## src/rtl/regfile_wb_ctrl.sv

```systemverilog
// ---------------------------------------------------------------------------
// regfile_wb_ctrl
// Write-side controller for the integer register file. Single-cycle ALU
// results and variable-latency load responses share one register-file write
// port. Load responses wait in a small circular FIFO. The ALU always has
// priority over the FIFO. A pending scoreboard tracks registers that still
// have a load in flight, so decode can stall on read-after-write hazards.
//
// Ports
//   clk                      : rising-edge clock
//   rst                      : asynchronous, active-low reset
//   alu_valid/alu_rd/alu_data: ALU result (no backpressure)
//   ld_valid/ld_ready        : load-response handshake
//   ld_rd/ld_data            : load destination and data
//   issue_valid/issue_rd     : load issue (sets the pending bit)
//   rs1_index/rs2_index      : decode read indices
//   rs1_pending/rs2_pending  : indexed register has a load outstanding
//   wb_en/rd_index/wb_data   : registered register-file write port
//   fifo_count               : load FIFO occupancy
// ---------------------------------------------------------------------------
module regfile_wb_ctrl #(
   parameter int DEPTH = 2
) (
   input  logic                       clk,
   input  logic                       rst,
   input  logic                       alu_valid,
   input  logic [4:0]                 alu_rd,
   input  logic [31:0]                alu_data,
   input  logic                       ld_valid,
   output logic                       ld_ready,
   input  logic [4:0]                 ld_rd,
   input  logic [31:0]                ld_data,
   input  logic                       issue_valid,
   input  logic [4:0]                 issue_rd,
   input  logic [4:0]                 rs1_index,
   input  logic [4:0]                 rs2_index,
   output logic                       rs1_pending,
   output logic                       rs2_pending,
   output logic                       wb_en,
   output logic [4:0]                 rd_index,
   output logic [31:0]                wb_data,
   output logic [$clog2(DEPTH+1)-1:0] fifo_count
);

   localparam int AW = (DEPTH > 1) ? $clog2(DEPTH) : 1;
   localparam int CW = $clog2(DEPTH + 1);
   localparam logic [CW-1:0] FULL_C = CW'(DEPTH);

   // FIFO storage and pointers; pointers wrap naturally because DEPTH is a power of two
   logic [4:0]    mem_rd_r   [DEPTH];
   logic [31:0]   mem_data_r [DEPTH];
   logic [AW-1:0] wr_ptr_r;
   logic [AW-1:0] rd_ptr_r;
   logic [CW-1:0] count_r;

   // Cleared by reset, set on the first edge afterwards: keeps ld_ready low in reset
   logic          ready_en_r;

   logic [31:0]   pending_r;
   logic          wb_en_r;
   logic [4:0]    rd_index_r;
   logic [31:0]   wb_data_r;

   logic          alu_sel_s;
   logic          pop_s;
   logic          accept_s;
   logic          push_s;
   logic [4:0]    head_rd_s;
   logic [31:0]   head_data_s;
   logic [CW-1:0] count_nxt_s;
   logic [31:0]   clr_mask_s;
   logic [31:0]   set_mask_s;
   logic [31:0]   pending_nxt_s;

   // ld_ready looks only at the registered count, so a full FIFO never accepts
   // even when it pops in the same cycle.
   assign ld_ready    = ready_en_r && (count_r < FULL_C);
   assign fifo_count  = count_r;
   assign wb_en       = wb_en_r;
   assign rd_index    = rd_index_r;
   assign wb_data     = wb_data_r;
   assign rs1_pending = pending_r[rs1_index];
   assign rs2_pending = pending_r[rs2_index];

   // Write-port selection, FIFO push/pop, and next occupancy
   always_comb begin
      alu_sel_s   = 1'b0;
      pop_s       = 1'b0;
      accept_s    = 1'b0;
      push_s      = 1'b0;
      head_rd_s   = mem_rd_r[rd_ptr_r];
      head_data_s = mem_data_r[rd_ptr_r];
      count_nxt_s = count_r;

      // An ALU write to x0 is dropped, which leaves the port free for the FIFO
      alu_sel_s = alu_valid && (alu_rd != 5'd0);
      pop_s     = !alu_sel_s && (count_r != {CW{1'b0}});
      accept_s  = ld_valid && ld_ready;
      // A load to x0 completes its handshake but is never stored
      push_s    = accept_s && (ld_rd != 5'd0);

      case ({push_s, pop_s})
         2'b10:   count_nxt_s = count_r + CW'(1);
         2'b01:   count_nxt_s = count_r - CW'(1);
         default: count_nxt_s = count_r;
      endcase
   end

   // Pending scoreboard update: a clear from the popped head, then a set from issue (set wins)
   always_comb begin
      clr_mask_s    = 32'd0;
      set_mask_s    = 32'd0;
      pending_nxt_s = pending_r;

      if (pop_s) begin
         clr_mask_s = 32'd1 << head_rd_s;
      end else begin
         clr_mask_s = 32'd0;
      end

      if (issue_valid && (issue_rd != 5'd0)) begin
         set_mask_s = 32'd1 << issue_rd;
      end else begin
         set_mask_s = 32'd0;
      end

      pending_nxt_s = ((pending_r & ~clr_mask_s) | set_mask_s) & ~32'd1;
   end

   // FIFO pointers, occupancy and ready-enable flag
   always_ff @(posedge clk or negedge rst) begin
      if (!rst) begin
         wr_ptr_r   <= {AW{1'b0}};
         rd_ptr_r   <= {AW{1'b0}};
         count_r    <= {CW{1'b0}};
         ready_en_r <= 1'b0;
      end else begin
         ready_en_r <= 1'b1;
         count_r    <= count_nxt_s;
         if (push_s) begin
            wr_ptr_r <= wr_ptr_r + AW'(1);
         end else begin
            wr_ptr_r <= wr_ptr_r;
         end
         if (pop_s) begin
            rd_ptr_r <= rd_ptr_r + AW'(1);
         end else begin
            rd_ptr_r <= rd_ptr_r;
         end
      end
   end

   // FIFO storage; cleared in reset so no stale entry can leak out afterwards
   always_ff @(posedge clk or negedge rst) begin
      if (!rst) begin
         for (int i = 0; i < DEPTH; i++) begin
            mem_rd_r[i]   <= 5'd0;
            mem_data_r[i] <= 32'd0;
         end
      end else if (push_s) begin
         mem_rd_r[wr_ptr_r]   <= ld_rd;
         mem_data_r[wr_ptr_r] <= ld_data;
      end else begin
         mem_rd_r[wr_ptr_r]   <= mem_rd_r[wr_ptr_r];
         mem_data_r[wr_ptr_r] <= mem_data_r[wr_ptr_r];
      end
   end

   // Pending scoreboard register
   always_ff @(posedge clk or negedge rst) begin
      if (!rst) begin
         pending_r <= 32'd0;
      end else begin
         pending_r <= pending_nxt_s;
      end
   end

   // Registered write port; index and data hold their value when idle
   always_ff @(posedge clk or negedge rst) begin
      if (!rst) begin
         wb_en_r    <= 1'b0;
         rd_index_r <= 5'd0;
         wb_data_r  <= 32'd0;
      end else if (alu_sel_s) begin
         wb_en_r    <= 1'b1;
         rd_index_r <= alu_rd;
         wb_data_r  <= alu_data;
      end else if (pop_s) begin
         wb_en_r    <= 1'b1;
         rd_index_r <= head_rd_s;
         wb_data_r  <= head_data_s;
      end else begin
         wb_en_r    <= 1'b0;
         rd_index_r <= rd_index_r;
         wb_data_r  <= wb_data_r;
      end
   end

endmodule

```

## config.mk

```make
export PLATFORM = sky130hd
export DESIGN_NAME = regfile_wb_ctrl
export DESIGN_NICKNAME = d
export VERILOG_FILES = /design/src/rtl/regfile_wb_ctrl.sv
export SDC_FILE = /design/constraint.sdc
export NUM_CORES = 1
export LEC_CHECK = 0
export CELL_PAD_IN_SITES_DETAIL_PLACEMENT = 1
export CELL_PAD_IN_SITES_GLOBAL_PLACEMENT = 1
export CORE_UTILIZATION = 44
export DETAILED_ROUTE_END_ITERATION = 10
export PLACE_DENSITY_LB_ADDON = 0.1
export REMOVE_ABC_BUFFERS = 1
export SLEW_MARGIN = 25
export SYNTH_ARGS = -nofsm -noshare
export SYNTH_HDL_FRONTEND = slang
export SYNTH_SLANG_ARGS = --single-unit
```

## constraint.sdc

```tcl
create_clock -name clk -period 5.1 [get_ports clk]
set_input_delay 0.51 -clock clk [delete_from_list [all_inputs] [get_ports clk]]
set_output_delay 0.51 -clock clk [all_outputs]
set_load 0.02 [all_outputs]
```

==> results of run 1 <==
sequential cells by signal, indices dropped and copies added, names as in the netlist:
name and cells:
mem_rd_r 10, rd_ptr_r 1, ready_en_r 1, wb_en 1
mem_data_r 64, rd_index 5, fifo_count 2, wr_ptr_r 1
pending_r 31, wb_data 32
metrics by stage:
stage / util (%) / area, um2 / instances
after global routing: 58.7 / 9360 / 996
final: 58.7 / 9360 / 996
after global placement: 54.4 / 8680 / 963
after floorplan: - / 6980 / 606
after detailed placement: 54.4 / 8680 / 963
after CTS: 58.3 / 9300 / 994
worst reg2reg max path, delay by kind of cell, from the launching register on:
kind / cells / cell delay [ps]
buffers and inverters: 1 / 560
AND/OR/NAND/NOR: 1 / 350
multiplexers: 1 / 490
AO/OA/AOI/OAI: 2 / 530
flip-flops: 1 / 680
cells by family after synthesis:
group / after synthesis / share of synthesized area (%)
buf+inv: 42 / 3.21
other cells: 1 / 0.0520
xor+xnor: 5 / 0.608
simple gates: 162 / 10.3
flops: 148 / 51.4
fa+ha+maj: 1 / 0.174
compound gates: 149 / 12.7
mux: 138 / 21.5
final cells by class:
class / count / area [um2] / share of cell area (%)
flip-flops and latches: 148 / 3700 / 39.6
multi-input cells: 456 / 3300 / 35.2
repair buffers: 143 / 1450 / 15.5
clock buffers: 22 / 474 / 5.07
well taps: 216 / 270 / 2.89
clock inverters: 9 / 151 / 1.62
inverters: 2 / 7.51 / 0.0802
cell usage in the layout, fill, tap and decap left out, types with 5 or more instances in the layout:
master and count:
mux2i_1 54, nor2b_1 7, nand2b_1 8, o41ai_1 15, nand2_1 61, nor2_1 46, clkbuf_16 17, clkdlybuf4s50_1 135
nand3_1 17, o31ai_1 19, buf_4 5, mux2_2 75, o21ai_0 60, a21oi_1 40, mux4_2 6, dfrtp_1 147
power groups by stage:
stage               sequential, mW  combinational [mW]  clock, mW
floorplan                     2.24                1.28          0
global placement              2.14                2.14          0
detailed placement            2.18                2.24          0
CTS                           2.17                2.26       1.36
global route                  2.25                2.49       1.41
finish                        2.18                2.28       1.33
routing by layer:
metal | vias up | GRT usage [%] | share of wire [%]
li1 | 2580 | - | -
met1 | 2801 | 31.7 | 43
met2 | 133 | 42.0 | 49
met3 | 31 | 7.18 | 5.6
met4 | 0 | 9.37 | 1.9
met5 | - | 0 | 0
worst max path at each step:
stage | to | slack (ps) | cells past startpoint
6_report | rs2_pending | 1910 | 6
5_1_grt | rs1_pending | 1780 | 6
4_1_cts | rs1_pending | 1890 | 6
3_5_place_dp | rs1_pending | 1890 | 6
3_3_place_gp | rs2_pending | 1930 | 6
2_1_floorplan | fifo_count[1] | 1390 | 6
==> run_results.csv, run 1 <==
group,metric,value,unit
sta,whs,164,ps
clock_network,holdBufCountCts,0,
power_and_ir_drop,p_sw_share,36.4,%
outcome,status,"finished, final reports clean",
critical_path,slowest_delay,660,ps
run,drv_cap,0,
place,portBuffers,136,
drt,drc,0,
clock_network,clock_latency,430,ps
sta,rsz0062_at_grt,"false",
clock_network,cts_buffers,17,
die,die_y,130,um
critical_path,reg2reg_slack,2360,ps
power_and_ir_drop,p_sw,2.11,mW
finish,antenna_cells,0,
critical_path,r2r-end,"pending_r[19]",
drt,first_iter_violations,231,
critical_path,cpMostUsedCell,"clkdlybuf4s50_1",
sta,timing.fmax,313,MHz
synth,synth_area_per_cell,11.2,um2
synth,synth_area,7210,um2
die,fp.dieArea,16900,um2
synth,synth_top_area_cell,"dfrtp_1",
sta,tightest_slew,888,ps
clock_network,clockBufferDepth,2,
critical_path,r2r_cells,5,
critical_path,critical-path-slowest-cell,"clkdlybuf4s50_1",
sta,skew,8.61,ps
critical_path,cp.required,4590,ps
die,start_util,45.2,%
power_and_ir_drop,combPwrFrac,39.3,%
synth,netlist_instances,646,
place,dp_slack,1890,ps
critical_path,setup.worst_path.end_class,"output pin",
clock_network,cts_resized,0,
critical_path,path_class,"input port to output pin",
drt,viasPerCell,5.57,
sta,setup_ws,1910,ps
clock_network,clk_pin_slew,60,ps
grt,grt_overflow,0,
clock_network,cts_sinks,148,
power_and_ir_drop,power_density,619,nW/um2
drt,wirelength,20.2,mm
die,core-area,15900,um2
grt,grt_antenna_before_repair,0,
critical_path,arrival,2680,ps
grt,grt_pass1_wl,32.5,mm
synth,netlist.area_leader.share,51.4,%
finish,fillers,1662,
clock_network,cts_tree,"done",
critical_path,critPathTopFamily,"buffers and inverters",
sta,fin_setup_tns,0,ps
grt,grtUsageTotal,25.4,%
synth,yosysUniqueCellTypes,42,
clock_network,post_cts_buffers,0,
grt,grt_pass1_vias,6067,
sta,min_period_over_period,62.6,%
place,hpwl,13.9,mm
power_and_ir_drop,pwr-share-clk,23.0,%
drt,ant_nets,0,
clock_network,clockRootBuffer,"clkbuf_16",
sta,relSlewSlack,40.8,%
sta,drv_slew,0,
clock_network,cts-htree-levels,4,
synth,netlist_top_cells_count,"148 x dfrtp_1, 75 x mux2_2, 61 x nand2_1",
synth,seq_area_frac_synth,51.4,%
power_and_ir_drop,seqPwrFrac,37.7,%
critical_path,path_max_fanout,7,
power_and_ir_drop,intPower,3.69,mW
place,place_congestion,0.871,
sta,hold_viol_final,0,
hold_path,min_path_type,"input port to async pin",
synth,ys_warn_count,0,
drt,first_pass_iters,4,
power_and_ir_drop,power,5.79,mW
die,io_pins,137,
drt,vias,5545,
power_and_ir_drop,p_leak,3.94,nW
die,rows,46,
synth,async_reset_ff_share,100,%
power_and_ir_drop,irDropWorstVdd,0.000283,V
die,die_x,130,um
grt,grt_max_degree,107,
critical_path,cp_num_buf_inv,2,
synth,yosysMostFrequentCell,"dfrtp_1",
critical_path,crit_path_start,"rs2_index[0]",
synth,synth_edf_count,0,
critical_path,timing.rr.start,"rd_ptr_r",
synth,ys_top_cells_by_area,"dfrtp_1 51%, mux2_2 12%, mux2i_1 7.6%",
drt,wire_per_inst,20.2,um
critical_path,start_kind,"input port",
sta,min_period,3190,ps
finish,syn2layout_area_growth,29.8,%
finish,drive_above_1_share,16.5,%
synth,synth_flop_cell,"dfrtp_1",
sta,setup_violations,0,
critical_path,path_cells,"clkdlybuf4s50_1 -> mux4_2 -> nand2b_1 -> o211ai_1 -> nand4_1 -> clkdlybuf4s50_1",
synth,synth_seq_cells,148,
finish,fin_nets,863,
No activity file was read; power rests on OpenSTA's default activity.
==> run 2: changes to the inputs <==
- CORE_UTILIZATION: 44 -> 37
- clock period: 5.1 -> 2.9 ns (I/O delays scaled with it)
==> run 2 against run 1 <==
Clock skew rose by 0.52 ps; sequential share of layout area is 0.56 points lower; flip-flop and latch count stayed put; core utilization shrank 8.5 points; clock power rose by 88%; combinational power increased by 72%.
==> run_results.csv, run 2 (same netlist as run 1, synthesis figures left out) <==
group,metric,value,unit
sta,hold_viol_final,0,
power_and_ir_drop,p_leak,3.99,nW
place,place_congestion,0.840,
power_and_ir_drop,power_density,1080,nW/um2
sta,setup_ws,115,ps
critical_path,start_kind,"input port",
clock_network,clockBufferDepth,2,
finish,regArea,3700,um2
critical_path,arrival,2500,ps
clock_network,cts_buffers,17,
grt,grt_overflow,0,
finish,syn2layout_area_growth,31.6,%
finish,drive_above_1_share,17.2,%
sta,tightest_slew,599,ps
power_and_ir_drop,power,10.2,mW
drt,viasPerCell,5.32,
clock_network,cts-htree-levels,4,
critical_path,timing.rr.start,"rd_ptr_r",
sta,min_period_over_period,96.0,%
sta,rsz0062_at_grt,"false",
drt,first_pass_iters,5,
power_and_ir_drop,seqPwrFrac,37.2,%
critical_path,path_max_fanout,7,
finish,largest_reg_flops,64,
grt,grt_max_degree,65,
sta,timing.fmax,359,MHz
place,portBuffers,136,
finish,antenna_cells,0,
die,start_util,38.2,%
critical_path,crit_path_start,"rs2_index[0]",
critical_path,r2r_cells,4,
sta,skew,9.14,ps
clock_network,clk_pin_slew,60,ps
place,place_inst,1017,
sta,min_period,2790,ps
die,io_pins,137,
clock_network,clockRootBuffer,"clkbuf_16",
sta,drv_slew,0,
grt,grt_pass1_vias,6207,
critical_path,path_class,"input port to output pin",
hold_path,min_path_type,"input port to async pin",
finish,multi_input_area,3290,um2
drt,wirelength,19.5,mm
finish,fillers,2032,
critical_path,setup.worst_path.end_class,"output pin",
finish,top_register,"mem_data_r",
die,rows,50,
power_and_ir_drop,intPower,6.58,mW
place,hpwl,14.2,mm
finish,layout_common_cells,"147 x dfrtp_1, 135 x clkdlybuf4s50_1, 75 x mux2_2",
clock_network,cts_tree,"done",
place,dp_slack,118,ps
clock_network,cts_resized,0,
power_and_ir_drop,p_sw,3.65,mW
drt,first_iter_violations,183,
drt,ant_nets,0,
die,fp.dieArea,20000,um2
finish,final_core_util,50.2,%
drt,drc,0,
clock_network,cts_sinks,148,
clock_network,clock_latency,430,ps
grt,grt_antenna_before_repair,0,
power_and_ir_drop,irDropWorstVdd,0.000553,V
die,core-area,18900,um2
finish,final_common_cell,"dfrtp_1",
die,die_x,142,um
sta,setup_violations,0,
finish,fin_nets,872,
die,die_y,142,um
outcome,status,"finished, final reports clean",
drt,wire_per_inst,18.6,um
drt,vias,5578,
finish,stdcell_count,1049,
sta,relSlewSlack,59.7,%
power_and_ir_drop,pwr-share-clk,24.5,%
grt,grt_pass1_wl,32.1,mm
critical_path,cp.required,2610,ps
grt,grtUsageTotal,20.6,%
sta,fin_setup_tns,0,ps
run,drv_cap,0,
power_and_ir_drop,p_sw_share,35.7,%
power_and_ir_drop,combPwrFrac,38.4,%
run 2: cell types whose count changed in the layout (fill, tap and decap cells not counted), moves of 2 or more:
| cell | change |
|---|---|
| inv_6 | +2 |
| clkbuf_8 | -4 |
| buf_4 | +9 |
| clkinv_2 | -2 |
| bufinv_16 | +2 |
run 2: area by class of cell:
type | instances | share of cell area (%)
timing repair buffer | 152 | 15.8
clock buffer | 19 | 4.56
inverter | 2 | 0.0791
multi-input combinational | 456 | 34.7
clock inverter | 12 | 2.40
tap | 260 | 3.43
sequential | 148 | 39.0
run 2: layer usage:
layer	track usage [%]	vias to the layer above	share of wire, %
met2	34.9	122	49
met4	7.30	0	2.0
met5	0	-	0
met1	24.8	2831	43
li1	-	2596	-
met3	6.38	29	6.0
run 2: power groups by stage:
stage | Clock, mW | Sequential, mW | Combinational (mW)
2_1_floorplan | 0 | 3.93 | 2.24
3_3_place_gp | 0 | 3.75 | 3.83
3_5_place_dp | 0 | 3.84 | 3.96
4_1_cts | 2.56 | 3.81 | 3.98
5_1_grt | 2.65 | 3.97 | 4.31
6_report | 2.50 | 3.80 | 3.92
run 2: what timing repair did:
action	CTS	global route
hold buffers	1	0
buffers inserted	0	0
hold endpoints to repair	53	0
run 2: worst paths after layout:
kind,to,slack (ps)
worst min-delay path,wb_data[15],370
worst min register to register,mem_data_r[13],500
worst max register to register,pending_r[19],740
max in group asynchronous,mem_data_r[22],1700
min in group clk,wb_data[19],410
worst max-delay path,rs2_pending,110
run 2: metrics by stage:
step,hold slack [ps],area [um2]
2_1_floorplan,-5.59,6980
3_3_place_gp,276,8820
3_5_place_dp,281,8820
4_1_cts,390,9490
5_1_grt,419,9490
6_report,373,9490
run 2: worst max-delay path, stage by stage:
cell,delay [ps]
clkdlybuf4s50_1,690
mux4_2,560
nand2b_1,160
o211ai_1,120
nand4_1,120
clkdlybuf4s50_1,550
